<file path="src/rtl/muldiv_pkg.sv">
// Shared definitions for the iterative RV32M multiply/divide unit.
// Opcodes follow funct3 so the decoder can pass it straight through.
package muldiv_pkg;

  localparam int MDOP_WIDTH = 3;

  typedef enum logic [MDOP_WIDTH-1:0] {
    MDOP_MUL    = 3'd0,
    MDOP_MULH   = 3'd1,
    MDOP_MULHSU = 3'd2,
    MDOP_MULHU  = 3'd3,
    MDOP_DIV    = 3'd4,
    MDOP_DIVU   = 3'd5,
    MDOP_REM    = 3'd6,
    MDOP_REMU   = 3'd7
  } mdop_t;

  typedef enum logic [1:0] {
    MDST_IDLE = 2'd0,
    MDST_CALC = 2'd1,
    MDST_DONE = 2'd2
  } mdst_t;

  function automatic logic op_is_div(input mdop_t op);
    logic [MDOP_WIDTH-1:0] v;
    v = op;
    return v[2];
  endfunction

  // Within the divide group, bit 1 selects remainder over quotient.
  function automatic logic op_is_rem(input mdop_t op);
    logic [MDOP_WIDTH-1:0] v;
    v = op;
    return v[1];
  endfunction

endpackage

</file>
<file path="src/rtl/muldiv.sv">
// Iterative radix-2 multiply/divide unit: one request at a time, valid/ready in and out.
// Multiply and divide share the accumulator, operand register and step counter.
module muldiv
  import muldiv_pkg::*;
#(
  parameter int WIDTH = 32
) (
  input  logic                  i_clk,
  input  logic                  i_rst,
  input  logic                  i_valid,
  output logic                  o_ready,
  input  logic [MDOP_WIDTH-1:0] i_op,
  input  logic [WIDTH-1:0]      i_a,
  input  logic [WIDTH-1:0]      i_b,
  output logic                  o_valid,
  input  logic                  i_ready,
  output logic [WIDTH-1:0]      o_res
);

  localparam int CW = $clog2(WIDTH);
  localparam logic [CW-1:0]    CNT_TOP = CW'(WIDTH - 1);
  localparam logic [CW-1:0]    CNT_ONE = CW'(1);
  localparam logic [WIDTH-1:0] SMIN    = {1'b1, {(WIDTH-1){1'b0}}};

  mdst_t              state_r, state_s;
  mdop_t              op_r, op_s;
  logic [CW-1:0]      cnt_r;
  logic [2*WIDTH-1:0] acc_r, step_s, pneg_s;
  logic [WIDTH-1:0]   opnd_r, abs_a_s, abs_b_s, spec_s, fin_s, quo_s, rem_s, res_r;
  logic [WIDTH:0]     sum_s;
  logic [WIDTH+1:0]   trial_s;
  logic               negq_r, negr_r, ready_r, valid_r;
  logic               sa_s, sb_s, neg_a_s, neg_b_s, dz_s, ovf_s, special_s, accept_s;

  assign accept_s = i_valid && ready_r;
  assign o_ready  = ready_r;
  assign o_valid  = valid_r;
  assign o_res    = res_r;

  // Request decode: operand signedness, magnitudes and the single-cycle special cases.
  always_comb begin
    op_s = mdop_t'(i_op);
    sa_s = 1'b0;
    sb_s = 1'b0;
    case (op_s)
      MDOP_MUL, MDOP_MULH, MDOP_DIV, MDOP_REM: begin sa_s = 1'b1; sb_s = 1'b1; end
      MDOP_MULHSU:                             begin sa_s = 1'b1; sb_s = 1'b0; end
      default:                                 begin sa_s = 1'b0; sb_s = 1'b0; end
    endcase
    neg_a_s   = sa_s & i_a[WIDTH-1];
    neg_b_s   = sb_s & i_b[WIDTH-1];
    abs_a_s   = neg_a_s ? -i_a : i_a;
    abs_b_s   = neg_b_s ? -i_b : i_b;
    dz_s      = op_is_div(op_s) && (i_b == '0);
    ovf_s     = ((op_s == MDOP_DIV) || (op_s == MDOP_REM)) && (i_a == SMIN) && (i_b == '1);
    special_s = dz_s || ovf_s;
    if (dz_s) begin
      spec_s = op_is_rem(op_s) ? i_a : '1;
    end else begin
      spec_s = (op_s == MDOP_DIV) ? SMIN : '0;
    end
  end

  // One radix-2 step plus sign correction of the finished value.
  always_comb begin
    sum_s   = {1'b0, acc_r[2*WIDTH-1:WIDTH]} + (acc_r[0] ? {1'b0, opnd_r} : '0);
    trial_s = {1'b0, acc_r[2*WIDTH-1:WIDTH-1]} - {2'b00, opnd_r};
    if (op_is_div(op_r)) begin
      // Restoring divide: upper half is the partial remainder, lower half fills with quotient bits.
      step_s = trial_s[WIDTH+1] ? {acc_r[2*WIDTH-2:0], 1'b0}
                                : {trial_s[WIDTH-1:0], acc_r[WIDTH-2:0], 1'b1};
    end else begin
      step_s = {sum_s, acc_r[WIDTH-1:1]};
    end
    pneg_s = negq_r ? -step_s : step_s;
    quo_s  = negq_r ? -step_s[WIDTH-1:0] : step_s[WIDTH-1:0];
    rem_s  = negr_r ? -step_s[2*WIDTH-1:WIDTH] : step_s[2*WIDTH-1:WIDTH];
    case (op_r)
      MDOP_MULH, MDOP_MULHSU, MDOP_MULHU: fin_s = pneg_s[2*WIDTH-1:WIDTH];
      MDOP_DIV, MDOP_DIVU:                fin_s = quo_s;
      MDOP_REM, MDOP_REMU:                fin_s = rem_s;
      default:                            fin_s = pneg_s[WIDTH-1:0];
    endcase
  end

  // Next-state logic.
  always_comb begin
    state_s = state_r;
    case (state_r)
      MDST_IDLE: begin
        if (accept_s) begin
          state_s = special_s ? MDST_DONE : MDST_CALC;
        end else begin
          state_s = MDST_IDLE;
        end
      end
      MDST_CALC: state_s = (cnt_r == '0) ? MDST_DONE : MDST_CALC;
      MDST_DONE: state_s = (valid_r && i_ready) ? MDST_IDLE : MDST_DONE;
      default:   state_s = MDST_IDLE;
    endcase
  end

  // State register with handshake flags registered from the next state.
  always_ff @(posedge i_clk) begin
    if (i_rst) begin
      state_r <= MDST_IDLE;
      ready_r <= 1'b1;
      valid_r <= 1'b0;
    end else begin
      state_r <= state_s;
      ready_r <= (state_s == MDST_IDLE);
      valid_r <= (state_s == MDST_DONE);
    end
  end

  // Datapath: latch operands on acceptance, iterate in CALC, hold the result through DONE.
  always_ff @(posedge i_clk) begin
    if (i_rst) begin
      op_r   <= MDOP_MUL;
      cnt_r  <= '0;
      acc_r  <= '0;
      opnd_r <= '0;
      negq_r <= 1'b0;
      negr_r <= 1'b0;
      res_r  <= '0;
    end else begin
      case (state_r)
        MDST_IDLE: begin
          if (accept_s) begin
            op_r   <= op_s;
            negq_r <= neg_a_s ^ neg_b_s;
            negr_r <= neg_a_s;
            cnt_r  <= CNT_TOP;
            opnd_r <= op_is_div(op_s) ? abs_b_s : abs_a_s;
            acc_r  <= {{WIDTH{1'b0}}, (op_is_div(op_s) ? abs_a_s : abs_b_s)};
            if (special_s) begin
              res_r <= spec_s;
            end
          end
        end
        MDST_CALC: begin
          acc_r <= step_s;
          if (cnt_r == '0) begin
            res_r <= fin_s;
          end else begin
            cnt_r <= cnt_r - CNT_ONE;
          end
        end
        default: begin
          res_r <= res_r;
        end
      endcase
    end
  end

endmodule

</file>
<file path="config.mk">
export PLATFORM = sky130hd
export DESIGN_NAME = muldiv
export DESIGN_NICKNAME = d
export VERILOG_FILES = /design/src/rtl/muldiv_pkg.sv /design/src/rtl/muldiv.sv
export SDC_FILE = /design/constraint.sdc
export NUM_CORES = 1
export LEC_CHECK = 0
export ABC_AREA = 0
export BUFFER_PORTS_ARGS = -buffer_cell sky130_fd_sc_hd__buf_2
export CAP_MARGIN = 20
export CORE_MARGIN = 3
export CORE_UTILIZATION = 51
export CTS_BUF_LIST = sky130_fd_sc_hd__clkbuf_8 sky130_fd_sc_hd__clkbuf_16
export DETAILED_ROUTE_END_ITERATION = 6
export PLACE_DENSITY_LB_ADDON = 0.1
export SETUP_SLACK_MARGIN = 0.3
export SYNTH_ARGS = -nofsm -noshare
export SYNTH_HDL_FRONTEND = slang
export SYNTH_SLANG_ARGS = --single-unit
</file>
<file path="constraint.sdc">
create_clock -name i_clk -period 4.8 [get_ports i_clk]
set_input_delay 0.24 -clock i_clk [delete_from_list [all_inputs] [get_ports i_clk]]
set_output_delay 0.24 -clock i_clk [all_outputs]
set_load 0.01 [all_outputs]
</file>
==> results.py, run 1 <==
metrics = {
    "outcome": {
        "run_status": "finished with violations",
        "violations": "DRC",
    },
    "worst_hold_path": {
        "hold_class": "in2reg",
    },
    "drt": {
        "routed_wl_mm": 76.1,
        "wl_per_cell_um": 26.1,
        "drt_first_pass_iters": 7,
        "drt_iter0_drc": 2775,
        "postRouteAntennaNets": 0,
        "routed_via_density": 6.96,
        "route.detailed.drc": 1,
        "dr_total_vias": 20314,
    },
    "sta": {
        "min_period_ns": 4.42,
        "rsz0062_at_grt": "true",
        "fin_ws_ns": 0.385,
        "finalCritPeriodShare": 0.920,
        "hold_viol": 0,
        "setup_viol": 0,
        "worst_pin_slew_ns": 0.980,
        "holdWs_ns": 0.134,
        "fmax_mhz": 226,
        "fin_setup_tns_ns": 0,
        "max_slew_margin": 0.347,
        "fin_skew_ns": 0.0205,
        "drv_slew": 0,
    },
    "place": {
        "pre_cts_ws_ns": 0.110,
        "dpl.hpwl_mm": 59.1,
        "gp_congestion": 1.05,
        "port_buffers": 104,
    },
    "critical_path": {
        "required_ns": 5.15,
        "crit_type": "reg2reg",
        "r2r_slack_ns": 0.38,
        "crit_path_start_kind": "flip-flop",
        "rr_worst_depth": 21,
        "crit_slowest_cell": "o311ai_4",
        "cp_cell_sequence": "inv_1, ha_1, a21o_1, a21oi_1, buf_4, a21boi_4, o311ai_4, a31oi_2, inv_1, ha_2, o211ai_1, a2111oi_4, buf_6, nand3_2, o21ai_2, xor2_1, o211ai_1, nor3_2, o31ai_2, a22oi_1, nand2_1",
        "endpoint": "o_res[22]$_SDFFE_PP0P_",
        "cp_top_family": "compound AO/OA/AOI/OAI gates",
        "cp_max_fo": 6,
        "reg2reg_to": "o_res[22]$_SDFFE_PP0P_",
        "max_stage_delay_ns": 0.41,
        "cp.depth": 21,
        "crit_start": "opnd_r[3]$_SDFFE_PP0P_",
        "r2r_start": "opnd_r[3]$_SDFFE_PP0P_",
        "arrival_ns": 4.77,
        "end_kind": "flip-flop",
        "crit_buf_inv": 4,
    },
    "finish": {
        "n_fill_cell": 2939,
        "multi_input_area_mm2": 0.0133,
        "final_util": 0.626,
        "layout.nets": 2652,
        "area_growth_pct": 19.1,
        "drive_gt1_frac": 0.204,
        "seqCellArea_mm2": 0.00287,
    },
    "clock_network": {
        "clkSlewWorstSetupHoldPaths_ns": 0.08,
        "clk-insertion-delay-late_ns": 0.48,
        "root_buffer": "clkbuf_16",
        "cts_tree": "built",
        "clock_sinks": 142,
        "numCtsBuffers": 17,
        "htree_levels": 4,
        "clockBufferDepth": 2,
    },
    "power": {
        "switchingPower_mw": 4.69,
        "seqPwrFrac": 0.184,
        "ir_worst_vdd_mv": 0.318,
        "power_density_mw_per_mm2": 467,
        "power_leakage_nw": 7.59,
        "power.clock.fraction": 0.152,
        "p_int_mw": 4.39,
        "power_frac_comb": 0.664,
        "p_sw_frac": 0.516,
    },
    "flow_run": {
        "max-cap-violations": 0,
    },
    "die": {
        "std_cell_rows": 64,
        "fp.dieW_um": 185,
        "floorplan.initialDensity": 0.526,
        "core_mm2": 0.0311,
        "die-area_mm2": 0.0342,
        "die_h_um": 185,
        "io_pins": 105,
    },
    "synth": {
        "synth_top_area_share": 0.174,
        "ys_async_sr_fraction": 0,
        "yosysMostFrequentCell": "nor2_1",
        "ys_seq_area_frac": 0.174,
        "synth_cell_types": 102,
        "synth-warning-count": 0,
        "syn_nets": 2492,
        "synth_top_flop_cell": "dfxtp_1",
        "netlist_instances": 2349,
        "synth_seq_cells": 142,
        "synth_largest_area_cell": "dfxtp_1",
        "synth_edf_count": 0,
        "synth_common_cells": "nor2_1, nand2_1, a21oi_1",
        "synth_area_mm2": 0.0163,
        "synth_area_leaders": "dfxtp_1, a21oi_1, nor2_1",
        "syn_area_per_cell_um2": 6.96,
    },
    "global_route": {
        "grt_overflow": 0,
        "grt.total_usage": 0.429,
        "grt_max_degree": 95,
        "grt_pass1_wl_mm": 112,
        "antenna_found_initial": 2,
        "grt_pass1_vias": 18547,
    },
}
## per-layer routing
metal,vias up,share of wire,global-route usage
met2,1415,0.43,0.663
met4,2,0.066,0.233
met1,9534,0.38,0.546
li1,9031,-,-
met5,-,0.00018,0
met3,332,0.12,0.110
## logic make-up after synthesis
logic type	Yosys count	share of synthesized area
flops	142	0.174
compound gates	794	0.324
fa+ha+maj	72	0.0561
simple gates	900	0.269
xor+xnor	150	0.0804
mux	67	0.0427
buf+inv	224	0.0544
## worst min-delay path: cells and delay by family
| family | cells | cell delay [ns] |
|---|---|---|
| compound gates | 1 | 0.08 |
| simple gates | 1 | 0.10 |
| buf+inv | 1 | 0.13 |
## stage by stage
step / cell area (um2) / power, mW / std cells
after floorplan: 16400 / 5.00 / 2349
after global placement: 18100 / 7.02 / 2866
after detailed placement: 18100 / 7.06 / 2866
after CTS: 18700 / 8.47 / 2899
after global routing: 19500 / 9.46 / 2918
final: 19500 / 9.09 / 2920
## worst min path at each step
stage	from	depth (start not counted)	slack, ns	endpoint
after floorplan	i_op[0]	2	0.38	op_r[0]$_SDFFE_PP0P_
after global placement	opnd_r[15]$_SDFFE_PP0P_	2	0.45	opnd_r[15]$_SDFFE_PP0P_
after detailed placement	opnd_r[12]$_SDFFE_PP0P_	2	0.46	opnd_r[12]$_SDFFE_PP0P_
after CTS	i_op[0]	3	0.10	op_r[0]$_SDFFE_PP0P_
after global routing	i_op[0]	3	0.12	op_r[0]$_SDFFE_PP0P_
final	i_op[0]	3	0.13	op_r[0]$_SDFFE_PP0P_
## registers in the layout (all words and copies together) (netlist names), 2 cells and up
signal	flops
acc_r	64
o_res	32
opnd_r	32
cnt_r	5
op_r	3
state_r	2
## power groups by stage
stage | clock, mW | sequential, mW | combinational [mW]
5_1_grt | 1.42 | 1.68 | 6.36
4_1_cts | 1.38 | 1.65 | 5.44
3_5_place_dp | 0 | 1.67 | 5.39
6_report | 1.38 | 1.67 | 6.04
3_3_place_gp | 0 | 1.66 | 5.36
2_1_floorplan | 0 | 1.60 | 3.40
## placed cells by master (no fill, tap or decap), types with 28 or more instances in the layout
master | netlist | routed
xor2_1 | 61 | 61
inv_1 | 74 | 76
o21ai_0 | 147 | 134
nand3_1 | 66 | 61
o31ai_1 | 32 | 29
mux2i_1 | 46 | 46
a21oi_1 | 209 | 198
a31oi_1 | 35 | 32
xnor2_1 | 89 | 88
nor3_1 | 75 | 71
a211oi_1 | 41 | 32
ha_1 | 70 | 51
nor2_1 | 259 | 257
a221oi_1 | 30 | 28
and2_1 | 54 | 53
a21o_1 | 29 | 29
dfxtp_1 | 142 | 124
nand2_1 | 246 | 241
buf_2 | 17 | 103
o211ai_1 | 65 | 65
buf_4 | 3 | 180
## layout make-up
class | instances | share of cell area
Multi-Input combinational cell | 1983 | 0.682
Tap cell | 396 | 0.0255
Clock buffer | 17 | 0.0219
Clock inverter | 15 | 0.00759
Timing Repair Buffer | 288 | 0.100
Inverter | 77 | 0.0149
Antenna cell | 2 | 0.000257
Sequential cell | 142 | 0.148
## timing repair
| item | CTS | global route |
|---|---|---|
| pin swaps | 2 | 33 |
| hold buffers | 0 | 0 |
| setup buffers | 1 | 19 |
| setup endpoints to repair | 18 | 28 |
| resized for setup | 17 | 138 |
Power figures use the tool's default switching activity.
==> run 2, diff against run 1 <==
CELL_PAD_IN_SITES_DETAIL_PLACEMENT = 0   (was not set)
CELL_PAD_IN_SITES_GLOBAL_PLACEMENT = 1   (was not set)
CORE_UTILIZATION = 42   (was 51)
==> run 2 against run 1 <==
The flow now finishes without violations. Routed wire length increased by 5.0%. Die area rose by 21%. Critical path depth up 1. Register-to-register slack better by 0.03 ns. Via count fell by 3.1%. Fmax increased by 0.76%. First-iteration DRC count down 23%. Setup slack improved by 0.033 ns. Combinational power rose by 3%. Critical path type unchanged. Critical endpoint unchanged. Largest power group unchanged.
==> results.py, run 2 (synthesis results as in run 1) <==
metrics = {
    "outcome": {
        "run_status": "completed",
    },
    "clock_network": {
        "clk-insertion-delay-late_ns": 0.47,
        "clkSlewWorstSetupHoldPaths_ns": 0.07,
        "cts_tree": "built",
        "htree_levels": 4,
        "numCtsBuffers": 17,
        "clock_sinks": 142,
        "root_buffer": "clkbuf_16",
        "clockBufferDepth": 2,
    },
    "flow_run": {
        "max-cap-violations": 0,
    },
    "finish": {
        "final_util": 0.522,
        "final_common_cell": "nor2_1",
        "final_area_mm2": 0.0199,
        "n_fill_cell": 3929,
        "layout.nets": 2671,
        "top_register": "acc_r",
        "largest_register_ff_count": 64,
        "area_growth_pct": 21.5,
        "drive_gt1_frac": 0.215,
        "final_cell_mix": "nor2_1, nand2_1, buf_4",
    },
    "critical_path": {
        "crit_buf_inv": 5,
        "cpMostUsedCell": "buf_4",
        "cp_cell_sequence": "inv_1, ha_2, buf_4, nand2_1, nor2_1, a21o_1, o311ai_4, a31oi_2, inv_1, ha_2, o211ai_1, a2111oi_4, buf_4, buf_4, nand3_2, o21ai_2, xor2_1, o211ai_1, nor3_2, o31ai_2, a22oi_1, nand2_1",
        "crit_type": "reg2reg",
        "crit_slowest_cell": "dfxtp_2",
        "max_stage_delay_ns": 0.38,
        "arrival_ns": 4.74,
        "cp_max_fo": 5,
        "required_ns": 5.15,
        "crit_path_start_kind": "flip-flop",
        "cp_top_family": "compound AO/OA/AOI/OAI gates",
        "end_kind": "flip-flop",
    },
    "place": {
        "dpl.hpwl_mm": 63.1,
        "post_dp_cell_area_mm2": 0.0184,
        "port_buffers": 104,
        "gp_congestion": 1.01,
    },
    "sta": {
        "rsz0062_at_grt": "true",
        "fmax_mhz": 228,
        "hold_viol": 0,
        "min_period_ns": 4.38,
        "max_slew_margin": 0.318,
        "setup_viol": 0,
        "fin_setup_tns_ns": 0,
        "fin_skew_ns": 0.0127,
        "holdWs_ns": 0.126,
        "worst_pin_slew_ns": 1.01,
        "finalCritPeriodShare": 0.913,
        "drv_slew": 0,
    },
    "global_route": {
        "grt_max_degree": 70,
        "grt.total_usage": 0.374,
        "grt_overflow": 0,
        "antenna_found_initial": 1,
        "grt_pass1_vias": 18455,
        "grt_pass1_wl_mm": 117,
    },
    "power": {
        "power_density_mw_per_mm2": 470,
        "power_leakage_nw": 7.74,
        "ir_worst_vdd_mv": 0.256,
    },
    "die": {
        "die_h_um": 203,
        "io_pins": 105,
        "floorplan.initialDensity": 0.430,
        "core_mm2": 0.0380,
        "std_cell_rows": 71,
        "die-area_mm2": 0.0413,
        "fp.dieW_um": 203,
    },
    "worst_hold_path": {
        "hold_class": "in2reg",
    },
    "drt": {
        "route.detailed.drc": 0,
        "drt_iter0_drc": 2141,
        "wl_per_cell_um": 26.2,
        "drt_first_pass_iters": 6,
        "routed_wl_mm": 79.9,
        "postRouteAntennaNets": 0,
        "routed_via_density": 6.45,
        "dr_total_vias": 19677,
    },
}
## run 2: changes by cell type in the layout (fill, tap and decap cells not counted), moves of 4 or more
cell      change
a211oi_1      +5
ha_4          -4
a21oi_1       -5
a21oi_2       +4
inv_8         +6
buf_4        +14
o21ai_0       +4
ha_2          +4
a211oi_2      -4
mux2i_1       -4
## run 2: area by class of cell
class                           instances  area [um2]  share of cell area
Multi-Input combinational cell       1983       13300               0.671
Sequential cell                       142        2880               0.145
Timing Repair Buffer                  307        2140               0.108
Tap cell                              511         639              0.0322
Clock buffer                           17         425              0.0214
Inverter                               77         289              0.0146
Clock inverter                         15         164             0.00826
Antenna cell                            1        2.50            0.000126
## run 2: metal layers
| metal | global-route usage | vias up | part of all wire |
|---|---|---|---|
| met5 | 0 | - | 0 |
| met2 | 0.608 | 1005 | 0.46 |
| met1 | 0.477 | 9376 | 0.40 |
| li1 | - | 9070 | - |
| met3 | 0.0449 | 226 | 0.070 |
| met4 | 0.220 | 0 | 0.069 |
## run 2: where the power goes
group	total (mW)	switching, mW	internal [mW]
Clock	1.43	0.687	0.745
Sequential	1.67	0.264	1.41
Combinational	6.22	3.91	2.31
Total	9.32	4.86	4.46
## run 2: path summary, 6_finish.rpt
path,start,endpoint,slack [ns],cells past startpoint
hold / removal,i_rst,acc_r[63]$_SDFFE_PP0P_,0.13,2
setup reg to reg,opnd_r[13]$_SDFFE_PP0P_,o_res[22]$_SDFFE_PP0P_,0.42,22
setup / recovery,opnd_r[13]$_SDFFE_PP0P_,o_res[22]$_SDFFE_PP0P_,0.42,22
hold reg to reg,opnd_r[12]$_SDFFE_PP0P_,opnd_r[12]$_SDFFE_PP0P_,0.47,2
## run 2: stage by stage
stage,power [mW],setup slack [ns],std cells
2_1_floorplan,5.00,0.343,2349
3_3_place_gp,7.26,0.0341,2996
3_5_place_dp,7.27,0.0249,2997
4_1_cts,8.80,0.253,3032
5_1_grt,9.74,0.247,3052
6_report,9.32,0.418,3053
## run 2: worst reg2reg max path, stage by stage, from the launching register on
cell	delay [ns]
dfxtp_2	0.38
inv_1	0.06
ha_2	0.31
buf_4	0.17
nand2_1	0.06
nor2_1	0.05
a21o_1	0.23
o311ai_4	0.37
a31oi_2	0.18
inv_1	0.09
ha_2	0.17
o211ai_1	0.15
a2111oi_4	0.28
buf_4	0.20
buf_4	0.12
nand3_2	0.09
o21ai_2	0.18
xor2_1	0.20
o211ai_1	0.30
nor3_2	0.26
o31ai_2	0.10
a22oi_1	0.23
nand2_1	0.08
## run 2: repair_timing
item | in CTS | in global routing
setup endpoints to repair | 16 | 27
gates resized for setup | 29 | 143
hold buffers | 0 | 0
setup buffers | 3 | 20
pin swaps | 4 | 48
